## src/rtl/conversor_pkg.sv

```systemverilog
// Shared types and constants for the binary-to-BCD converter.
// The converter top uses these defaults. Its optional leading-zero blanking
// is controlled by the BLANK_CEROS_EN macro.
package conversor_pkg;

  typedef enum logic [1:0] {IDLE, SHIFT, FIN} estado_t;

  localparam int BCD_W      = 4;
  localparam int BIN_W_DEF  = 13;
  localparam int DIGITS_DEF = 4;
  localparam int CNT_W      = $clog2(BIN_W_DEF + 1);

endpackage

```

## src/rtl/ajuste_dabble.sv

```systemverilog
// Double-dabble nibble correction. A BCD digit of 5 or more gets 3 added
// before the shift, so that the shift carries correctly into the next digit.
module ajuste_dabble
  import conversor_pkg::*;
(
  input  logic [BCD_W-1:0] nib_in,
  output logic [BCD_W-1:0] nib_out
);

  // The input never exceeds 9, so the 4-bit sum cannot overflow.
  always_comb begin
    nib_out = nib_in;
    if (nib_in >= 4'd5) begin
      nib_out = nib_in + 4'd3;
    end
  end

endmodule

```

## src/rtl/conversor_bin_bcd.sv

```systemverilog
// Sequential double-dabble converter from the adder result to packed BCD.
// A start pulse begins a conversion, and each clock performs one shift step.
// Optional macro BLANK_CEROS_EN registers a leading-zero mask on 'blank'.
// Without that macro, 'blank' is tied to zero.
module conversor_bin_bcd
  import conversor_pkg::*;
#(
  parameter int BIN_W  = BIN_W_DEF,
  parameter int DIGITS = DIGITS_DEF
) (
  input  logic                      clk,
  input  logic                      rst,
  input  logic                      start,
  input  logic [BIN_W-1:0]          bin_in,
  output logic                      busy,
  output logic                      done,
  output logic [DIGITS*BCD_W-1:0]   bcd_out,
  output logic [DIGITS-1:0]         blank
);

  localparam int BCD_BITS = DIGITS * BCD_W;
  localparam int SH_W     = BCD_BITS + BIN_W;
  localparam int CNT_BITS = $clog2(BIN_W + 1);
  localparam logic [CNT_BITS-1:0] CNT_LOAD = CNT_BITS'(BIN_W);
  localparam logic [CNT_BITS-1:0] CNT_ONE  = CNT_BITS'(1);

  estado_t             state;
  estado_t             state_next;
  logic [SH_W-1:0]     sh_reg;
  logic [SH_W-1:0]     sh_next;
  logic [SH_W-1:0]     sh_adj;
  logic [BCD_BITS-1:0] bcd_adj;
  logic [CNT_BITS-1:0] cnt;
  logic [CNT_BITS-1:0] cnt_next;

  // One corrector per BCD digit of the shift register.
  for (genvar g = 0; g < DIGITS; g++) begin : g_ajuste
    ajuste_dabble u_ajuste (
      .nib_in  (sh_reg[BIN_W + g*BCD_W +: BCD_W]),
      .nib_out (bcd_adj[g*BCD_W +: BCD_W])
    );
  end

  assign sh_adj = {bcd_adj, sh_reg[BIN_W-1:0]};

  // Next-state and datapath logic. IDLE loads the operand, SHIFT performs one
  // step per clock, and FIN lasts a single cycle while results are published.
  always_comb begin
    state_next = state;
    sh_next    = sh_reg;
    cnt_next   = cnt;
    case (state)
      IDLE: begin
        if (start) begin
          sh_next    = {{BCD_BITS{1'b0}}, bin_in};
          cnt_next   = CNT_LOAD;
          state_next = SHIFT;
        end
      end
      SHIFT: begin
        sh_next  = sh_adj << 1;
        cnt_next = cnt - CNT_ONE;
        if (cnt == CNT_ONE) begin
          state_next = FIN;
        end
      end
      FIN: begin
        state_next = IDLE;
      end
      default: begin
        state_next = IDLE;
      end
    endcase
  end

  // State register. A reset aborts any conversion in progress.
  always_ff @(posedge clk) begin
    if (!rst) begin
      state <= IDLE;
    end else begin
      state <= state_next;
    end
  end

  // Shift register and step counter.
  always_ff @(posedge clk) begin
    if (!rst) begin
      sh_reg <= '0;
      cnt    <= '0;
    end else begin
      sh_reg <= sh_next;
      cnt    <= cnt_next;
    end
  end

  // Output registers lag the state by one cycle. As a result, busy covers the
  // shift cycles, and done and bcd_out appear together as FIN is left.
  always_ff @(posedge clk) begin
    if (!rst) begin
      busy    <= 1'b0;
      done    <= 1'b0;
      bcd_out <= '0;
    end else begin
      busy <= (state == SHIFT);
      done <= (state == FIN);
      if (state == FIN) begin
        bcd_out <= sh_reg[SH_W-1 -: BCD_BITS];
      end
    end
  end

`ifdef BLANK_CEROS_EN
  logic [DIGITS-1:0] blank_next;
  logic              lead_zero;

  // Scan from the most-significant digit down to find the leading zeros.
  // Digit 0 always stays visible, so a value of zero displays as "0".
  always_comb begin
    blank_next = '0;
    lead_zero  = 1'b1;
    for (int i = DIGITS - 1; i >= 1; i--) begin
      lead_zero     = lead_zero & (sh_reg[BIN_W + i*BCD_W +: BCD_W] == '0);
      blank_next[i] = lead_zero;
    end
  end

  // The mask is registered together with bcd_out, so both change on the same edge.
  always_ff @(posedge clk) begin
    if (!rst) begin
      blank <= '0;
    end else if (state == FIN) begin
      blank <= blank_next;
    end
  end
`else
  assign blank = '0;
`endif

endmodule

```

## config.mk

```make
export PLATFORM = sky130hd
export DESIGN_NAME = conversor_bin_bcd
export DESIGN_NICKNAME = d
export VERILOG_FILES = /design/src/rtl/conversor_pkg.sv /design/src/rtl/ajuste_dabble.sv /design/src/rtl/conversor_bin_bcd.sv
export SDC_FILE = /design/constraint.sdc
export NUM_CORES = 1
export LEC_CHECK = 0
export ABC_CLOCK_PERIOD_IN_PS = 1800
export CAP_MARGIN = 20
export CORE_MARGIN = 4
export CORE_UTILIZATION = 53
export CTS_CLUSTER_SIZE = 12
export DETAILED_ROUTE_END_ITERATION = 10
export PLACE_DENSITY = 0.81
export SETUP_SLACK_MARGIN = 0.02
export SYNTH_ARGS = -nofsm -noshare
export SYNTH_HDL_FRONTEND = slang
export SYNTH_HIERARCHICAL = 1
export SYNTH_SLANG_ARGS = --single-unit
```

## constraint.sdc

```tcl
create_clock -name clk -period 1.8 [get_ports clk]
set_input_delay 0.54 -clock clk [delete_from_list [all_inputs] [get_ports clk]]
set_output_delay 0.54 -clock clk [all_outputs]
set_load 0.005 [all_outputs]
```

[Word-level counts from Yosys, hierarchy flattened]
Cells that the tools add are included.
Storage, ports and cells
  memory bits (writable): 0
  bits in latches: 0
  memories: 0
  memory bits (read-only): 0
  output and inout bits: 22
  flip-flop bits (word level): 53
Cells by class
  mux-type cells: 11
  shift operators: 0
  equality and inequality tests: 5
  bitwise operators: 0
  multipliers: 0
  divide/modulo/power cells: 0
  $lt $le $gt $ge: 4
  add/sub/neg operators: 5
  reduce and logical (&&, ||, !) cells: 4
Operators by type and width (count)
  $pmux 29 s2: 1
  $mux 29: 1
  $ge 4x3->1 const B: 4
  $mux 4: 4
  $add 4x2->4 const B: 3
  $pmux 4 s2: 1
  $eq 4x1->1 const B: 1
  $mux 2: 2
  $ne 2x2->1 const B: 2
  $pmux 2 s2: 1
  $reduce_and 2->1: 2
  $sub 4x1->4 const B: 1
  $add 3x2->3 const B: 1
  $mux 3: 1
  $eq 2x1->1 const B: 1
  $eq 2x2->1 const B: 1
  $logic_not 2->1: 1
  $reduce_bool 2->1: 1

[Longest topological paths before layout]
  depth in word-level cells: 3
  depth in mapped cells: 6
  depth with buffers taken out: 6

[By module]
Netlist, hierarchy kept.
By module, submodules not included
  conversor_bin_bcd: cells an instance 207, times used 1, sequential area each 1061.0 µm², area an instance 2026.9 µm²
  ajuste_dabble: cells an instance 16, times used 4, sequential area each 0.0 µm², area an instance 101.3 µm²

[Least setup slack after synthesis]
Ideal clock, no wire load.
  path type: input -> register
  start point: input start
  end point: register sh_reg[2]
  data arrival time: 1.175 ns
  buffers on the path: 2
  path slack: 0.504 ns
  stages: 5
  data required time: 1.678 ns
  cells stage by stage: o21ba_2 buf_6 buf_6 o21ai_0 a21oi_1
Between the ends
  word-level cells in the longest chain between the ends: 2
RTL lines
  start: declaration: RTL line conversor_bin_bcd.sv:13  | input logic start,
  $ne 2x2->1 (no source line)
  $reduce_and 2->1 (no source line)
  end signal: assignment: RTL line conversor_bin_bcd.sv:91  | sh_reg <= sh_next;
  end: declaration: RTL line conversor_bin_bcd.sv:29  | logic [SH_W-1:0] sh_reg;
Every way passes these cells.
A chain may end at the register's enable or synchronous reset.

[Worst setup path in the final report]
  start point: register bcd_out[3]
  end point: output bcd_out[3]
RTL lines
  start: declaration: RTL line conversor_bin_bcd.sv:17  | output logic [DIGITS*BCD_W-1:0] bcd_out,
  start signal: assignment: RTL line conversor_bin_bcd.sv:107  | bcd_out <= sh_reg[SH_W-1 -: BCD_BITS];
No word-level cell between the ends.

==> impl_metrics.ini <==
[detailed_routing]
drt_iter0_markers = 74
antenna_left = 0
drc = 0
dr.pass1.iters = 4
wl_per_cell_um = 12.1
routed_via_density = 5.20
wl_um = 4290
dr_total_vias = 1852

[setup_path]
cpPeakStageDelay_ns = 0.50
crit_arrival_ns = 1.14
critical_path.startpoint = bcd_out[3]$_SDFFE_PN0P_
cp_cell_sequence = clkdlybuf4s50_1
r2r-start = sh_reg[14]$_SDFFE_PN0P_
reg2reg_depth = 6
r2r-end = sh_reg[15]$_SDFFE_PN0P_
cp_slowest_cell = clkdlybuf4s50_1
r2r_slack_ns = 0.31
cp_top_family = buffers and inverters
endpoint = bcd_out[3]
crit_cells = 1
critPathBufInv = 1
path_class = flip-flop to primary output
end_kind = primary output
cp-start-kind = flip-flop
crit_path_max_fanout = 2
worstPathRequired_ns = 1.26

[power]
peakVddDrop_uv = 590
power_density_mw_per_mm2 = 807
p_leak_uw = 0.00118

[floorplanning]
die_w_um = 75.5
rows = 24
start_util = 0.550
die_h_um = 75.5
io_pins = 38
core_area_mm2 = 0.00438
dieArea_mm2 = 0.00569

[timing]
fin_hold_ws_ns = 0.455
layout_setup_ws_ns = 0.119
drv_slew = 0
max_freq_ghz = 0.595
final.period_utilization = 0.934
setup_viol = 0
fin_worst_skew_ns = 0.00936
fin_crit_ns = 1.68
hold_viol_final = 0
final.setup.tns_ns = 0
grt_setup_unrepaired = false

[placed_design]
pre_cts_ws_ns = -0.0514
dp_hpwl_um = 3080
portBuffers = 33
dpl-instance-area_mm2 = 0.00275
gp_congestion = 0.757

[final_layout]
synthToLayoutAreaGrowth_pct = 18.9
seq_area_mm2 = 0.00106
antenna_cells = 0
multi_input_area_mm2 = 0.00116
nets = 329
largest_register_ff_count = 29
fillers = 373
post-route-util = 0.654
finish.instance_area_mm2 = 0.00287
drive_gt1_frac = 0.0888

[clock_network]
numCtsBuffers = 5
cts_root_buf = clkbuf_8
cts_max_path_buffers = 2
clkLatencyLatePin_ns = 0.30
ctsResizeCount = 0
postCtsHoldBufs = 0
cts_tree = yes
post_cts_buffers = 0
clkTransAtPathRegs_ns = 0.09
numClockSinks = 53
htree_levels = 2

[global_route]
antenna_found_initial = 0
grt-busiest-layer = met2
overflow = 0
grt_max_degree = 21
grt_use_met2 = 0.265
met1_usage = 0.199
grt_use_met3 = 0.0435
grt_pass1_wl_um = 7070
grt_pass1_vias = 1637
grt_use_total = 0.161

[synth]
synthCells = 267
postSynthAreaPerCell_um2 = 9.03
yosysWarnings = 6
netlist_area_mm2 = 0.00241

[status]
status = finished clean

[run]
drv_cap = 0

[min_path]
min_path_type = flip-flop to flip-flop
## worst reg2reg max path: cells and delay by family (launching register included)
| kind | cells | cell delay, ns |
|---|---|---|
| AO/OA/AOI/OAI | 2 | 0.41 |
| adder cells (fa/ha/maj) | 1 | 0.20 |
| buffers and inverters | 1 | 0.10 |
| flip-flops | 1 | 0.40 |
| multiplexers | 1 | 0.10 |
| AND/OR/NAND/NOR | 1 | 0.18 |
## power breakdown
group	switching, uW	internal, uW
Clock	376	452
Combinational	124	114
Sequential	31.1	1220
## routing by layer
layer / wire (um) / part of all wire / vias up
met5: 0 / 0 / -
met4: 65 / 0.015 / 0
met3: 185 / 0.043 / 6
met2: 2040 / 0.47 / 36
met1: 2010 / 0.47 / 846
li1: - / - / 964
## stage by stage
stage	instances	power, uW
6_report	356	2310
5_1_grt	356	2410
4_1_cts	356	2330
3_5_place_dp	348	1510
3_3_place_gp	348	1500
2_1_floorplan	270	1460
## worst min path at each step
stage / slack (ns) / cells past startpoint / endpoint / start
global placement: 0.44 / 2 / bcd_out[8]$_SDFFE_PN0P_ / bcd_out[8]$_SDFFE_PN0P_
CTS: 0.46 / 2 / bcd_out[0]$_SDFFE_PN0P_ / bcd_out[0]$_SDFFE_PN0P_
finish: 0.46 / 2 / bcd_out[13]$_SDFFE_PN0P_ / bcd_out[13]$_SDFFE_PN0P_
detailed placement: 0.45 / 2 / bcd_out[13]$_SDFFE_PN0P_ / bcd_out[13]$_SDFFE_PN0P_
global route: 0.47 / 2 / bcd_out[4]$_SDFFE_PN0P_ / bcd_out[4]$_SDFFE_PN0P_
floorplan: 0.44 / 1 / sh_reg[13]$_SDFFE_PN0P_ / sh_reg[12]$_SDFFE_PN0P_
## layout make-up
| class | instances | area share |
|---|---|---|
| timing repair buffer | 44 | 0.144 |
| inverter | 13 | 0.0170 |
| tap | 52 | 0.0227 |
| clock buffer | 6 | 0.0288 |
| multi-input combinational | 186 | 0.404 |
| clock inverter | 2 | 0.0131 |
| sequential | 53 | 0.370 |
## cell usage in the layout (no fill, tap or decap), types with 11 or more instances in the layout
cell / count
a21oi_1: 31
a22o_1: 17
buf_4: 11
clkdlybuf4s50_1: 33
dfxtp_1: 53
inv_1: 12
mux2i_1: 17
nand2_1: 51
o21ai_0: 17
Note: power is estimated with default switching activity, not from simulation.
